$ cat config.mk
export PLATFORM = sky130hd
export DESIGN_NAME = extractor_dispatcher_flat
export DESIGN_NICKNAME = d
export VERILOG_FILES = /design/src/rtl/extractor_dispatcher_if.sv /design/src/rtl/extractor_dispatcher.sv /design/src/flat_wrapper.sv
export SDC_FILE = /design/constraint.sdc
export NUM_CORES = 1
export LEC_CHECK = 0
export BUFFER_PORTS_ARGS = -buffer_cell sky130_fd_sc_hd__buf_2
export CAP_MARGIN = 15
export CORE_ASPECT_RATIO = 1.5
export CORE_UTILIZATION = 30
export DETAILED_ROUTE_END_ITERATION = 10
export GPL_TIMING_DRIVEN = 0
export PLACE_DENSITY = 0.62
export SLEW_MARGIN = 20
export SYNTH_ARGS = -nofsm -noshare
export SYNTH_HDL_FRONTEND = slang
export SYNTH_SLANG_ARGS = --single-unit
$ cat constraint.sdc
create_clock -name clk -period 4.4 [get_ports clk]
set_clock_uncertainty 0.05 [all_clocks]
set_input_delay 0.22 -clock clk [delete_from_list [all_inputs] [get_ports clk]]
set_output_delay 0.22 -clock clk [all_outputs]
set_load 0.02 [all_outputs]
$ cat src/rtl/extractor_dispatcher_if.sv
// Packet stream bundle between the source, the dispatcher
// and the shared extractor broadcast bus.
interface extractor_dispatcher_if #(
   parameter int numExtraction = 8,
   parameter int widthPkt      = 134,
   parameter int widthPktID    = 8
);
   logic                     in_valid;
   logic                     in_sop;
   logic                     in_eop;
   logic [widthPkt-1:0]      in_data;
   logic                     in_ready;
   logic [numExtraction-1:0] out_valid;
   logic                     out_sop;
   logic                     out_eop;
   logic [widthPkt-1:0]      out_data;
   logic [widthPktID-1:0]    out_pktID;

   modport master (
      output in_valid, in_sop, in_eop, in_data,
      input  in_ready,
      input  out_valid, out_sop, out_eop,
      input  out_data, out_pktID
   );

   modport slave (
      input  in_valid, in_sop, in_eop, in_data,
      output in_ready,
      output out_valid, out_sop, out_eop,
      output out_data, out_pktID
   );
endinterface

$ cat src/rtl/extractor_dispatcher.sv
// Round-robin packet dispatcher for the header extractors;
// stamps each packet with a pktID and tracks extractor busy state.
module extractor_dispatcher #(
   parameter int numExtraction = 8,
   parameter int widthPkt      = 134,
   parameter int widthPktID    = 8
) (
   input  logic                     clk,
   input  logic                     reset,
   extractor_dispatcher_if.slave    bus,
   input  logic [numExtraction-1:0] done,
   output logic [numExtraction-1:0] busy_vec,
   output logic [31:0]              pkt_cnt,
   output logic [15:0]              drop_cnt
);
   localparam int PW = $clog2(numExtraction);

   typedef enum logic [1:0] {
      IDLE = 2'd0,
      FWD  = 2'd1
   } state_t;

   state_t                  state, state_d;
   logic [PW-1:0]           rr_ptr, cur, sel, tgt;
   logic [widthPktID-1:0]   pkt_id;
   logic [numExtraction-1:0] free, busy_d;
   logic                    any_free, xfer;
   logic                    fwd, start, drop, pid_inc, sop_o;

   assign free     = ~busy_vec | done;
   assign any_free = |free;
   assign bus.in_ready = (state == FWD) | ((state == IDLE) & any_free);
   assign xfer     = bus.in_valid & bus.in_ready;

   // first free extractor at or after rr_ptr, wrapping
   always_comb begin
      logic       hit;
      logic [PW-1:0] idx;
      sel = '0;
      hit = 1'b0;
      idx = '0;
      for (int k = 0; k < numExtraction; k++) begin
         idx = rr_ptr + PW'(k);
         if (!hit && free[idx]) begin
            sel = idx;
            hit = 1'b1;
         end
      end
   end

   always_comb begin
      state_d = state;
      fwd     = 1'b0;
      start   = 1'b0;
      drop    = 1'b0;
      pid_inc = 1'b0;
      sop_o   = bus.in_sop;
      tgt     = cur;
      case (state)
         IDLE: begin
            if (xfer) begin
               if (bus.in_sop) begin
                  start = 1'b1;
                  fwd   = 1'b1;
                  tgt   = sel;
                  if (bus.in_eop) pid_inc = 1'b1;
                  else            state_d = FWD;
               end else begin
                  drop = 1'b1;
               end
            end
         end
         FWD: begin
            if (xfer) begin
               fwd = 1'b1;
               if (bus.in_sop) begin
                  drop  = 1'b1;
                  sop_o = 1'b0;
               end
               if (bus.in_eop) begin
                  pid_inc = 1'b1;
                  state_d = IDLE;
               end
            end
         end
         default: state_d = IDLE;
      endcase
   end

   // a new claim beats a same-cycle release of that extractor
   always_comb begin
      busy_d = busy_vec & ~done;
      if (start) busy_d[sel] = 1'b1;
   end

   always_ff @(posedge clk or negedge reset) begin
      if (!reset) state <= IDLE;
      else        state <= state_d;
   end

   always_ff @(posedge clk or negedge reset) begin
      if (!reset) begin
         bus.out_valid <= '0;
         bus.out_sop   <= 1'b0;
         bus.out_eop   <= 1'b0;
         bus.out_data  <= '0;
         bus.out_pktID <= '0;
         busy_vec      <= '0;
         pkt_cnt       <= '0;
         drop_cnt      <= '0;
         rr_ptr        <= '0;
         cur           <= '0;
         pkt_id        <= '0;
      end else begin
         busy_vec      <= busy_d;
         bus.out_valid <= fwd ? (numExtraction'(1) << tgt) : '0;
         if (fwd) begin
            bus.out_data  <= bus.in_data;
            bus.out_sop   <= sop_o;
            bus.out_eop   <= bus.in_eop;
            bus.out_pktID <= pkt_id;
         end
         if (start) begin
            rr_ptr  <= sel + PW'(1);
            cur     <= sel;
            pkt_cnt <= pkt_cnt + 32'd1;
         end
         if (pid_inc) pkt_id <= pkt_id + widthPktID'(1);
         if (drop && drop_cnt != 16'hFFFF)
            drop_cnt <= drop_cnt + 16'd1;
      end
   end
endmodule
$ cat src/flat_wrapper.sv
// flat-port wrapper written by rule: the top's interface ports become plain ports
module extractor_dispatcher_flat 
#(
   parameter int numExtraction = 8,
   parameter int widthPkt      = 134,
   parameter int widthPktID    = 8
)
  (clk, reset, done, busy_vec, pkt_cnt, drop_cnt, bus_in_valid, bus_in_sop, bus_in_eop, bus_in_data, bus_in_ready, bus_out_valid, bus_out_sop, bus_out_eop, bus_out_data, bus_out_pktID);
  extractor_dispatcher_if #(.numExtraction(numExtraction), .widthPkt(widthPkt), .widthPktID(widthPktID)) bus_i ();
  input  logic clk;
  input  logic reset;
  input  logic [numExtraction-1:0] done;
  output logic [numExtraction-1:0] busy_vec;
  output logic [31:0] pkt_cnt;
  output logic [15:0] drop_cnt;
  input wire logic [$bits(bus_i.in_valid)-1:0] bus_in_valid;
  input wire logic [$bits(bus_i.in_sop)-1:0] bus_in_sop;
  input wire logic [$bits(bus_i.in_eop)-1:0] bus_in_eop;
  input wire logic [$bits(bus_i.in_data)-1:0] bus_in_data;
  output wire logic [$bits(bus_i.in_ready)-1:0] bus_in_ready;
  output wire logic [$bits(bus_i.out_valid)-1:0] bus_out_valid;
  output wire logic [$bits(bus_i.out_sop)-1:0] bus_out_sop;
  output wire logic [$bits(bus_i.out_eop)-1:0] bus_out_eop;
  output wire logic [$bits(bus_i.out_data)-1:0] bus_out_data;
  output wire logic [$bits(bus_i.out_pktID)-1:0] bus_out_pktID;
  assign bus_i.in_valid = bus_in_valid;
  assign bus_i.in_sop = bus_in_sop;
  assign bus_i.in_eop = bus_in_eop;
  assign bus_i.in_data = bus_in_data;
  assign bus_in_ready = bus_i.in_ready;
  assign bus_out_valid = bus_i.out_valid;
  assign bus_out_sop = bus_i.out_sop;
  assign bus_out_eop = bus_i.out_eop;
  assign bus_out_data = bus_i.out_data;
  assign bus_out_pktID = bus_i.out_pktID;
  extractor_dispatcher #(.numExtraction(numExtraction), .widthPkt(widthPkt), .widthPktID(widthPktID)) u_core (.clk(clk), .reset(reset), .bus(bus_i), .done(done), .busy_vec(busy_vec), .pkt_cnt(pkt_cnt), .drop_cnt(drop_cnt));
endmodule
==> results by stage, run 1 <==
Placement:
- During placement, the flow inserted port buffers numbering 354.
- The post-detailed-placement half-perimeter wirelength is 21.2 mm.
- Before CTS, the worst setup slack after placement is 0.720 ns.
- The routability-driven placement congestion ratio is 0.865.

Final layout:
- The final layout net count is 1675.
- Cells fill 44.5% of the core in the end.
- The fraction of layout cells with a size suffix above 1 is 28.0%.
- The signed area change from the synthesized netlist to the final layout is 46.4%.
- The combined area of the multi-input logic cells is 3880 um^2.
- Fill cells in the final layout number 2985.
- Across the whole layout, storage elements account for 5580 um^2.

Global route:
- Entering global routing, the biggest net connects 86 pins.
- The via count of the first global-routing pass came to 9505.
- In the global route stage, overall resource usage came out at 18.4%.
- The total overflow left after global routing is 0.
- The global-route wire length before repair is 48.1 mm.
- The number of antenna violations at the first check in global routing is 1.

Synthesis:
- The prevailing post-synth register cell is sky130_fd_sc_hd__dfrtp_1.
- Counting every instance in the synthesized netlist gives 1004.
- Of the total synthesized cell area, the portion taken by full adders, half adders and majority gates is 0.649%.
- The synthesized netlist devotes 5.27% of its cell area to XOR and XNOR gates.
- Synthesis inferred 223 register bits.
- Yosys printed 0 warnings.
- The synthesized area is 9650 um^2.
- The area share of and/or/nand/nor cells after synthesis is 25.7%.
- Each instance of the synthesized netlist takes up on average 9.61 um^2.
- After synthesis, flip-flops and latches occupy 57.9% of the total area.
- By area, the combinational part of the netlist is dominated by simple AND/OR/NAND/NOR gates.
- When the netlist entered floorplanning its net count stood at 1156.
- Of all flip-flops after synthesis, the portion carrying an async set or reset was 100%.
- The number of unique standard cell types used by synthesis is 55.
- The share of synthesized area spent on multiplexers is 5.20%.
- The share of the synthesized area in compound gates (AO/OA/AOI/OAI) is 3.32%.
- The number of enable flip-flop cells after synthesis is 0.

Route:
- After detailed routing, the average wire length per cell comes to 15.5 um.
- The initial DRC count is 305.
- The total number of vias is 8988.
- The number of iterations in the first detailed-routing pass is 4.
- The total routed wirelength is 30.2 mm.
- The number of vias per cell is 4.61.
- Once detail routing completed, the nets flagged for antenna violations numbered 0.
- After detailed routing, the number of remaining DRC violations is 0.

Worst setup path:
- Along the worst path, the maximum fanout reaches 9.
- Data arrives at the worst endpoint at 4.12 ns.
- The startpoint-to-endpoint class of the critical path is reg2reg.
- At the worst endpoint, the required time is 4.76 ns.
- The reg2reg setup slack is 0.64 ns.
- The endpoint class of the critical path is a flip-flop.
- STA classifies the critical path startpoint as a flip-flop.

STA:
- The number of hold violations in the final report is 0.
- The worst path uses 85.4% of the clock period.
- Subtracting the final worst setup slack from the clock period gives 3.76 ns.
- On the final layout, the worst hold slack is 0.0464 ns.
- The final setup violation count is 0.
- At the pin with the least slew margin, the transition time is 0.733 ns.
- The number of pins exceeding their max-slew limit in the final report is 0.
- Setup repair after global routing left no endpoint under its margin.
- The worst setup slack after layout is 0.641 ns.
- In this run the tightest slew margin relative to its limit is 51.2%.
- The timing-limited maximum frequency is 0.266 GHz.

Floorplan:
- The core box area is 31700 um^2.
- The full die area is 32900 um^2.
- After floorplanning, the core was divided into 80 placement rows.
- The floorplan step set the die height to 222 um.
- The floorplan step set the die width to 148 um.
- The count of pins on the block boundary is 356.
- The initial cell density of the core is 30.4%.

Clock tree:
- The H-tree level count is 1.
- The clock tree from TritonCTS is yes.
- The number of buffers created by CTS is 24.
- The clock reaches the later pin of the worst-skew pair after 0.53 ns.
- The deepest clock path buffer count is 3.
- The post-cts gate resize count is 0.
- The clock sink total is 223.
- In this run the clock root is driven by a sky130_fd_sc_hd__clkbuf_16.
- After clock tree synthesis, the clock-pin slew on the worst setup and hold paths is 0.06 ns.

Run status:
- The run finished with clean final reports.

Hold path:
- In this run the worst hold path is classified as in2reg.

Run:
- The max-cap check violation count is 0.

Power:
- For this design the ratio of total power to cell area is 455 nW/um^2.
- IR analysis of the VDD net gives a maximum drop of 0.259 mV.
- The leakage dissipation is 7.49 nW.
cells by family after synthesis:
family	count (synthesis)
compound gates	45
simple gates	591
fa+ha+maj	5
mux	34
buf+inv	48
xor+xnor	58
flops	223
metal layers:
metal / share of wire [%] / global-route usage, %
met5: 0 / 0
met4: 5.8 / 11.2
met3: 5.5 / 3.72
met2: 52 / 32.6
met1: 37 / 19.8
flip-flops by register name, summed over array words and instances (netlist names), 3 cells and up:
register / cells
u_core.pkt_id: 8
u_core.rr_ptr: 3
u_core.drop_cnt: 16
u_core.bus.out_data: 134
u_core.bus.out_valid: 8
u_core.cur: 3
u_core.pkt_cnt: 32
u_core.busy_vec: 8
u_core.bus.out_pktID: 8
cells in the final DEF (no fill, tap or decap), drive strengths merged, types with 3 or more instances in the layout:
cell,count
dlygate4sd3,137
and2,4
nor2b,11
nand3b,4
clkinv,7
o21ai,13
nand4,9
xor2,20
a31oi,4
a21oi,5
mux4,11
dfrtp,223
xnor2,38
and4,7
nor3,7
a211oi,3
nand2b,12
nor2,24
buf,364
ha,5
mux2,9
inv,8
nand2,464
clkbuf,65
and3,10
nand3,29
mux2i,14
where the power goes:
part | total [mW] | internal [mW] | switching (mW)
logic | 1.90 | 0.736 | 1.17
registers | 2.59 | 2.36 | 0.229
clock network | 1.94 | 1.10 | 0.839
total | 6.43 | 4.20 | 2.23
area by class of cell:
class | count | area share, %
clock inverters | 10 | 0.416
clock buffers | 32 | 4.90
repair buffers | 493 | 22.7
inverters | 7 | 0.186
plain buffers | 41 | 1.17
multi-input cells | 733 | 27.5
flip-flops and latches | 223 | 39.5
well taps | 410 | 3.63
diodes | 1 | 0.0177
critical path, cell delays in order, from the launching register on:
cell                       delay, ns
sky130_fd_sc_hd__dfrtp_1        0.47
sky130_fd_sc_hd__inv_2          0.23
sky130_fd_sc_hd__ha_1           0.26
sky130_fd_sc_hd__xor2_1         0.26
sky130_fd_sc_hd__mux4_2         0.58
sky130_fd_sc_hd__mux2i_4        0.21
sky130_fd_sc_hd__or3b_1         0.42
sky130_fd_sc_hd__o32a_1         0.37
sky130_fd_sc_hd__o21ai_2        0.09
sky130_fd_sc_hd__o21ai_2        0.14
sky130_fd_sc_hd__or2_4          0.30
sky130_fd_sc_hd__a211oi_1       0.25
path summary, 6_finish.rpt:
check / startpoint / end / depth (start not counted)
worst max-delay path: u_core.rr_ptr[0] / u_core.bus.out_valid[4] / 11
worst min-delay path: bus_in_sop / u_core.state[0] / 3
worst max register to register: u_core.rr_ptr[0] / u_core.bus.out_valid[4] / 11
worst min register to register: u_core.bus.out_data[131] / u_core.bus.out_data[131] / 2
max in group asynchronous: reset / u_core.bus.out_data[104] / 3
min in group asynchronous: reset / u_core.bus.out_data[4] / 2
synthesized netlist by cell type (3+ instances only):
library cell,count,share of area (%)
sky130_fd_sc_hd__clkbuf_1,33,1.3
sky130_fd_sc_hd__nor2b_1,11,0.71
sky130_fd_sc_hd__xor2_1,20,1.8
sky130_fd_sc_hd__o21ai_0,10,0.52
sky130_fd_sc_hd__and3_1,10,0.65
sky130_fd_sc_hd__nand2b_1,11,0.71
sky130_fd_sc_hd__a31oi_1,4,0.26
sky130_fd_sc_hd__mux4_2,11,2.6
sky130_fd_sc_hd__mux2i_1,13,1.3
sky130_fd_sc_hd__mux2_2,9,1.1
sky130_fd_sc_hd__dfrtp_1,223,58
sky130_fd_sc_hd__buf_1,4,0.16
sky130_fd_sc_hd__nor3_1,7,0.36
sky130_fd_sc_hd__nand3b_1,4,0.31
sky130_fd_sc_hd__ha_1,5,0.65
sky130_fd_sc_hd__nand4_1,9,0.58
sky130_fd_sc_hd__and4_1,7,0.64
sky130_fd_sc_hd__buf_2,3,0.16
sky130_fd_sc_hd__nor2_1,24,0.93
sky130_fd_sc_hd__a21oi_1,5,0.26
sky130_fd_sc_hd__and2_1,4,0.26
sky130_fd_sc_hd__nand3_1,29,1.5
sky130_fd_sc_hd__inv_1,5,0.19
sky130_fd_sc_hd__nand2_1,464,18
sky130_fd_sc_hd__a211oi_1,3,0.23
sky130_fd_sc_hd__xnor2_1,38,3.5
per-stage QoR:
stage / area (um^2) / power [mW] / setup TNS, ns / cells
CTS: 14100 / 6.50 / 0 / 1949
finish: 14100 / 6.43 / 0 / 1950
detailed placement: 12000 / 4.42 / 0 / 1770
global placement: 11900 / 4.38 / -201.85 / 1768
floorplan: 9650 / 3.75 / 0 / 1004
global route: 14100 / 6.79 / 0 / 1950
what timing repair did:
item / CTS / global route
endpoints found under the hold margin: 198 / 0
setup buffers: 0 / 0
hold buffers: 137 / 0
Power figures use the tool's default switching activity.
==> inputs of run 2 (changes only) <==
--- a/config.mk
+++ b/config.mk
@@ -8,10 +8,11 @@
 export BUFFER_PORTS_ARGS = -buffer_cell sky130_fd_sc_hd__buf_2
 export CAP_MARGIN = 15
 export CORE_ASPECT_RATIO = 1.5
-export CORE_UTILIZATION = 30
+export CORE_UTILIZATION = 46
+export CTS_CLUSTER_DIAMETER = 100
 export DETAILED_ROUTE_END_ITERATION = 10
 export GPL_TIMING_DRIVEN = 0
-export PLACE_DENSITY = 0.62
+export PLACE_DENSITY = 0.84
 export SLEW_MARGIN = 20
 export SYNTH_ARGS = -nofsm -noshare
 export SYNTH_HDL_FRONTEND = slang
==> run 2 against run 1 <==
  * Setup slack got worse by 0.050 ns
  * Die area fell by 34%
  * Worst hold slack improved by 0.025 ns
  * Sequential share of layout area rose by 0.57 points
==> results by stage, run 2 (synthesis gave the netlist of run 1 again) <==
Run status:
- The flow ran to the end, and the final reports show no timing, DRC or antenna violations.

Final layout:
- The fraction of layout cells with a size suffix above 1 is 27.8%.
- The final layout net count is 1673.
- The most common cell after layout, fill and taps aside is sky130_fd_sc_hd__nand2_1.
- In the final layout, the registers with the most flip-flops are u_core.bus.out_data: 134 flops, u_core.pkt_cnt: 32 flops, u_core.drop_cnt: 16 flops.
- Measured on the finished design, the core utilization comes to 67.9%.
- Summing all non-filler instances in the final layout gives an area of 13900 um^2.
- After the flow finishes, the layout carries non-filler instances totaling 1800.
- The number of flip-flops under the largest register name is 134.
- The signed area change from the synthesized netlist to the final layout is 44.3%.
- The register with the most flip-flops is u_core.bus.out_data.
- In the layout the commonest cells are 464 x sky130_fd_sc_hd__nand2_1, 356 x sky130_fd_sc_hd__buf_2, 223 x sky130_fd_sc_hd__dfrtp_1.

Worst setup path:
- The delay of the slowest cell on the worst path is 0.61 ns.
- STA classifies the critical path startpoint as a flip-flop.
- The biggest fanout along the worst timing path is 10.
- The startpoint-to-endpoint class of the critical path is reg2reg.
- The standard cell with the maximum stage delay on the critical path is sky130_fd_sc_hd__mux4_2.
- The kind of cell adding the most delay to the critical path is simple AND/OR/NAND/NOR gates.
- The signal arrival time at the worst endpoint is 4.17 ns.
- The most used cell along the critical path is sky130_fd_sc_hd__nand2_1.
- STA classifies the critical path endpoint as a flip-flop.
- For the worst setup path, the data required time is 4.76 ns.
- The number of buffers and inverters on the critical path is 1.
- The critical path goes through inv_2 > ha_1 > xor2_1 > mux4_2 > mux2i_4 > nor4b_2 > nand4_1 > a2bb2oi_1 > nand2_1 > nand2_1 > o21ai_0.

Global route:
- Global routing used 29.8% of the available tracks across all layers.
- The number of antenna violations at the first check in global routing was 1.
- For this run the aggregate overflow at the end of global routing stands at 0.
- The via count of the first global-routing pass was 10000.
- Entering global routing, the biggest net connects 89 pins.
- The global-route wire length before repair is 50.1 mm.

Floorplan:
- The full die area is 21600 um^2.
- The core region is 20500 um^2.
- The die is 120 um wide.
- After floorplanning, the core was divided into 64 placement rows.
- The initial cell density of the core is 47.1%.
- Measured along the y axis, the die boundary spans 179 um.
- The count of pins on the block boundary is 356.

Run:
- The max-cap check violation count is 0.

Hold path:
- The min-delay analysis places its worst path in the category in2reg.

STA:
- At the pin with the least slew margin, the transition time is 0.862 ns.
- The number of pins exceeding their max-slew limit in the final report is 0.
- Across all setup checks in the final design, the least slack found is 0.590 ns.
- Setup repair after global routing left no endpoint under its margin.
- The final setup violation count is 0.
- Based on the critical path, the design can be clocked at up to 0.262 GHz.
- The number of hold violations in the final report was 0.
- The worst hold margin is 0.0709 ns.
- The normalized max-slew margin is 42.5%.
- After routing, the total negative slack on setup checks comes to 0 ns.
- The minimum period implied by the final worst setup slack is 3.81 ns.
- The worst path uses 86.6% of the clock period.

Route:
- For this block, the routed nets add up to 32.9 mm of wire.
- The average wire per standard cell is 18.3 um.
- In the routed layout, each cell is associated on average with a via count of 5.35.
- The total number of vias is 9631.
- The detail route stage leaves a number of antenna-violating nets equal to 0.
- The DRC violation count after routing is 0.
- The initial DRC count is 520.
- The number of iterations in the first detailed-routing pass is 5.

Power:
- Net switching is 35.2% of the power.
- In this run the static leakage power is 7.48 nW.
- The reported net switching power is 2.29 mW.
- The clock share of power is 29.8%.
- The total power is 6.52 mW.
- The logic gate share of total power is 30.1%.
- The internal power consumption is 4.22 mW.
- The sequential power share is 40.1%.
- The areal power density over the cells is 468 nW/um^2.
- Across the VDD grid, the largest voltage drop is 0.346 mV.

Placement:
- The routability-driven placement congestion ratio is 0.911.
- The post-detailed-placement half-perimeter wirelength is 20.5 mm.
- The worst slack after detailed placement is 0.657 ns.
- The count of buffers from port buffering is 354.
- The placed cell count is 1624.
- The placed instance area is 11800 um^2.

Clock tree:
- Counting the buffers created by CTS gives 22.
- The clock tree from TritonCTS is yes.
- The clock network latency to the later pin of the worst-skew pair is 0.51 ns.
- Clock-pin slew was measured on the worst setup and hold paths at 0.06 ns.
- The clock sink total is 223.
- In this run the number of H-tree levels came out at 1.
- The cell chosen for the clock root is sky130_fd_sc_hd__clkbuf_16.
- The deepest clock path buffer count is 3.
- In this run, post-CTS repair resized a total of 0 instances.
[run 2: changes by cell type in the layout (fill, tap and decap cells not counted)]
cell	before	now
sky130_fd_sc_hd__clkinv_2	7	3
sky130_fd_sc_hd__bufinv_16	0	2
sky130_fd_sc_hd__clkbuf_16	25	23
sky130_fd_sc_hd__clkinv_4	0	2
sky130_fd_sc_hd__clkbuf_1	36	37
sky130_fd_sc_hd__clkbuf_8	4	3
sky130_fd_sc_hd__clkinvlp_4	2	1
sky130_fd_sc_hd__inv_6	1	0
[run 2: worst register-to-register path: cells and delay by family (launching register included)]
family	cells	cell delay, ns
fa+ha+maj	1	0.25
compound gates	2	0.43
xor+xnor	1	0.29
mux	2	0.83
buf+inv	1	0.25
flops	1	0.49
simple gates	4	1.12
[run 2: cell type report]
cell class / count / area (um^2)
Sequential cell: 223 / 5580
Clock inverter: 8 / 100
Tap cell: 264 / 330
Multi-Input combinational cell: 733 / 3880
Inverter: 7 / 26.3
Clock buffer: 30 / 632
Timing Repair Buffer: 493 / 3210
Fill cell: 1435 / 6580
Buffer: 41 / 165
Antenna cell: 1 / 2.50
[run 2: worst paths after layout]
kind | start | end | slack, ns | depth (start not counted)
max in group asynchronous | reset | u_core.bus.out_data[101] | 3.23 | 3
min in group asynchronous | reset | u_core.bus.out_data[7] | 0.22 | 2
setup / recovery | u_core.rr_ptr[0] | u_core.busy_vec[5] | 0.59 | 11
hold / removal | bus_in_sop | u_core.state[0] | 0.07 | 3
setup reg to reg | u_core.rr_ptr[0] | u_core.busy_vec[5] | 0.59 | 11
hold reg to reg | u_core.bus.out_pktID[3] | u_core.bus.out_pktID[3] | 0.42 | 2
[run 2: layer usage]
metal | vias up | GRT usage [%] | wire, um
li1 | 4276 | - | -
met3 | 189 | 5.09 | 2070
met5 | - | 0 | 0
met1 | 4643 | 32.2 | 11400
met2 | 523 | 52.9 | 17000
met4 | 0 | 20.9 | 2380
[run 2: timing repair]
| action | in CTS | in global routing |
|---|---|---|
| hold buffers | 137 | 0 |
| endpoints found under the hold margin | 206 | 0 |
| buffers inserted | 0 | 0 |
[run 2: power groups by stage]
stage,Sequential (mW),Clock [mW],Combinational (mW)
2_1_floorplan,2.92,0,0.829
3_3_place_gp,2.60,0,1.75
3_5_place_dp,2.62,0,1.80
4_1_cts,2.59,1.95,1.91
5_1_grt,2.64,2.03,2.11
6_report,2.61,1.94,1.96
==> inputs of run 3 (changes only) <==
--- a/config.mk
+++ b/config.mk
@@ -7,12 +7,14 @@
 export LEC_CHECK = 0
 export BUFFER_PORTS_ARGS = -buffer_cell sky130_fd_sc_hd__buf_2
 export CAP_MARGIN = 15
+export CELL_PAD_IN_SITES_DETAIL_PLACEMENT = 0
+export CELL_PAD_IN_SITES_GLOBAL_PLACEMENT = 1
 export CORE_ASPECT_RATIO = 1.5
-export CORE_UTILIZATION = 46
+export CORE_UTILIZATION = 37
 export CTS_CLUSTER_DIAMETER = 100
 export DETAILED_ROUTE_END_ITERATION = 10
 export GPL_TIMING_DRIVEN = 0
-export PLACE_DENSITY = 0.84
+export PLACE_DENSITY = 0.9
 export SLEW_MARGIN = 20
 export SYNTH_ARGS = -nofsm -noshare
 export SYNTH_HDL_FRONTEND = slang
==> run 3 against run 2 <==
  * Utilization fell by 13 points
  * Critical path depth did not move
  * Non-clock buffer count did not move
  * Largest power group unchanged
  * Highest routed layer unchanged
==> results by stage, run 3 (synthesis gave the netlist of run 1 again) <==
Final layout:
- The final layout net count is 1673.
- The register with the most flip-flops is u_core.bus.out_data.
- The signed area change from the synthesized netlist to the final layout is 45.0%.
- The finished layout cell area is 14000 um^2.
- Counting the fill cells in the layout gives 2242.
- The total inserted antenna cells is 0.
- The core occupancy in the finished layout is 54.5%.
- Leaving out fill and tap cells, the most frequent cell in the layout is sky130_fd_sc_hd__nand2_1.
- Cells with a size suffix above 1 make up 27.6% of the layout.
- The largest registers in the layout are u_core.bus.out_data: 134 flops, u_core.pkt_cnt: 32 flops, u_core.drop_cnt: 16 flops.
- The library cells used most frequently in the layout, excluding fill and tap cells, are 464 x sky130_fd_sc_hd__nand2_1, 356 x sky130_fd_sc_hd__buf_2, 223 x sky130_fd_sc_hd__dfrtp_1.
- The register with the most flip-flops in the layout has 134 of them.

Worst setup path:
- The slowest stage of the critical path is the sky130_fd_sc_hd__mux4_2 cell.
- The worst setup path is launched from a flip-flop.
- The reg2reg setup slack is 0.59 ns.
- The endpoint class of the critical path is a flip-flop.
- The startpoint-to-endpoint class of the critical path is reg2reg.
- The most used cell along the critical path is sky130_fd_sc_hd__nand2_1.
- In this run the worst path has a maximum fanout of 10.
- The signal on the critical path passes through inv_2 > ha_1 > xor2_1 > mux4_2 > mux2i_4 > nor4b_2 > nand4_1 > a2bb2oi_1 > nand2_1 > nand2_1 > o21ai_0.
- The kind of cell with the highest combined delay along the critical path is simple AND/OR/NAND/NOR gates.
- The signal arrival time at the worst endpoint is 4.17 ns.
- The number of buffers and inverters on the critical path is 1.
- The number of cells on the worst reg-to-reg path is 11.
- The required time at the worst-slack endpoint is 4.77 ns.
- On the worst path, the slowest cell contributes a delay of 0.58 ns.
- The worst register-to-register path begins at u_core.rr_ptr[0].
- The endpoint identified for the worst register-to-register timing path is u_core.busy_vec[5].

Global route:
- Across every metal layer, demand over resource in global routing totals 22.0%.
- The via count of the first global-routing pass is 9103.
- The total overflow left after global routing is 0.
- The pin count of the biggest net entering global routing is 100.
- The number of antenna violations at the first check in global routing is 0.
- The first global-routing pass estimated 46.3 mm of wire.

Route:
- Using the TritonRoute via totals, the vias-per-cell ratio works out to 4.82.
- After detailed routing, the total wire length is 29.9 mm.
- The first routing iteration left 383 violations.
- The total number of vias is 9003.
- The DRC violation count after routing is 0.
- The average wire per standard cell is 16.0 um.
- The number of iterations in the first detailed-routing pass is 6.
- The count of nets left with antenna violations once routing finished came out at 0.

Clock tree:
- The cell chosen for the clock root is sky130_fd_sc_hd__clkbuf_16.
- The number of buffers created by CTS is 22.
- CTS built an H-tree with a depth of 1.
- In this run the deepest clock path goes through 3 buffers.
- Post-CTS timing repair inserted 0 buffers for setup.
- TritonCTS built the clock tree.
- The clock net in this run drives a total of 223 sinks.
- The clock network latency to the later pin of the worst-skew pair is 0.50 ns.
- After clock tree synthesis, the clock-pin slew on the worst setup and hold paths is 0.06 ns.

Run status:
- The flow ran to the end, and the final reports show no timing, DRC or antenna violations.

Floorplan:
- The count of pins on the block boundary is 356.
- The initial cell density of the core is 37.6%.
- The core box area is 25700 um^2.
- The cell row count is 72.
- The full die area is 26700 um^2.
- The die is 134 um wide.
- Measured along the y axis, the die boundary spans 200 um.

Placement:
- In this run the tool buffered the top-level ports with 354 buffer cells.
- Summed over all nets, the half-perimeter wirelength after detailed placement is 20.8 mm.
- After detailed placement, the total cell area comes to 11900 um^2.
- The worst slack after detailed placement is 0.605 ns.
- The routability-driven placement congestion ratio is 0.920.

STA:
- The worst setup slack after layout is 0.592 ns.
- Static timing analysis puts the maximum clock frequency at 0.263 GHz.
- The final setup violation count is 0.
- The normalized max-slew margin is 44.1%.
- After layout, the worst path uses 86.6% of the clock period.
- The number of hold violations in the final report is 0.
- Setup repair after global routing left no endpoint under its margin.
- After layout, the minimum clock period comes to 3.81 ns.
- The worst hold margin is 0.0572 ns.
- The number of pins exceeding their max-slew limit in the final report was 0.
- At the pin with the least slew margin, the transition time is 0.839 ns.

Hold path:
- The path class of the tightest hold or removal check is in2reg.
- The number of cells on the worst hold path is 3.
- The worst hold path begins at bus_in_sop.
- For hold timing, the worst endpoint is u_core.state[0].

Power:
- The areal power density over the cells is 457 nW/um^2.
- The clock network burns 29.7% of the power.
- Net switching is 34.2% of the power.
- Per report_power, the sequential group accounts for 40.5% of the total.
- Across the VDD grid, the largest voltage drop is 0.269 mV.
- The reported net switching power is 2.19 mW.
- Internal power comes to 4.20 mW.
- The logic gate share of total power is 29.8%.
- The leakage dissipation is 7.47 nW.

Run:
- The max-cap check violation count is 0.
-- run 3: cell count changes in the layout (fill, tap and decap cells not counted), sizes merged --
cell      delta
clkbuf       +2
clkinvlp     -1
diode        -1
-- run 3: power groups by stage --
stage          Combinational (mW)  Clock (mW)  Sequential [mW]
4_1_cts                      1.90        1.96             2.58
5_1_grt                      2.06        2.03             2.62
3_3_place_gp                 1.77           0             2.60
3_5_place_dp                 1.80           0             2.61
2_1_floorplan               0.829           0             2.92
6_report                     1.90        1.90             2.59
-- run 3: what timing repair did --
action	CTS	global route
hold endpoints to repair	343	0
hold buffers	137	0
gates resized for setup	0	0
-- run 3: how the worst max path moves through the flow --
stage	from	end	slack, ns	depth (start not counted)
after floorplan	u_core.rr_ptr[0]	u_core.bus.out_valid[0]	1.09	11
after global placement	reset	u_core.bus.out_data[107]	-0.88	1
after detailed placement	u_core.rr_ptr[0]	u_core.busy_vec[5]	0.60	11
after CTS	u_core.rr_ptr[0]	u_core.busy_vec[5]	0.60	11
after global routing	u_core.rr_ptr[0]	u_core.busy_vec[5]	0.34	11
final	u_core.rr_ptr[0]	u_core.busy_vec[5]	0.59	11
-- run 3: layout make-up --
cell class | count | area [um^2] | area share [%]
clock inverter | 7 | 85.1 | 0.608
tap | 333 | 417 | 2.98
clock buffer | 32 | 629 | 4.50
inverter | 7 | 26.3 | 0.188
buffer | 41 | 165 | 1.18
multi-input combinational | 733 | 3880 | 27.7
timing repair buffer | 493 | 3210 | 22.9
sequential | 223 | 5580 | 39.9
-- run 3: stage by stage --
stage,total power [mW],setup TNS (ns),cells
after floorplan,3.75,0,1004
after global placement,4.37,-187.63,1691
after detailed placement,4.41,0,1693
after CTS,6.44,0,1869
after global routing,6.71,0,1869
final,6.39,0,1869
-- run 3: layer usage --
metal,share of wire [%],GRT usage (%),up-vias
li1,-,-,4284
met1,38,25.1,4344
met2,52,39.6,290
met3,4.9,3.38,85
met4,5.1,11.2,0
met5,0,0,-
-- run 3: worst register-to-register path, stage by stage, from the launching register on --
cell and delay [ns]:
sky130_fd_sc_hd__dfrtp_1 0.48, sky130_fd_sc_hd__inv_2 0.24, sky130_fd_sc_hd__ha_1 0.25, sky130_fd_sc_hd__xor2_1 0.27, sky130_fd_sc_hd__mux4_2 0.58, sky130_fd_sc_hd__mux2i_4 0.22, sky130_fd_sc_hd__nor4b_2 0.41, sky130_fd_sc_hd__nand4_1 0.27
sky130_fd_sc_hd__a2bb2oi_1 0.20, sky130_fd_sc_hd__nand2_1 0.32, sky130_fd_sc_hd__nand2_1 0.23, sky130_fd_sc_hd__o21ai_0 0.22
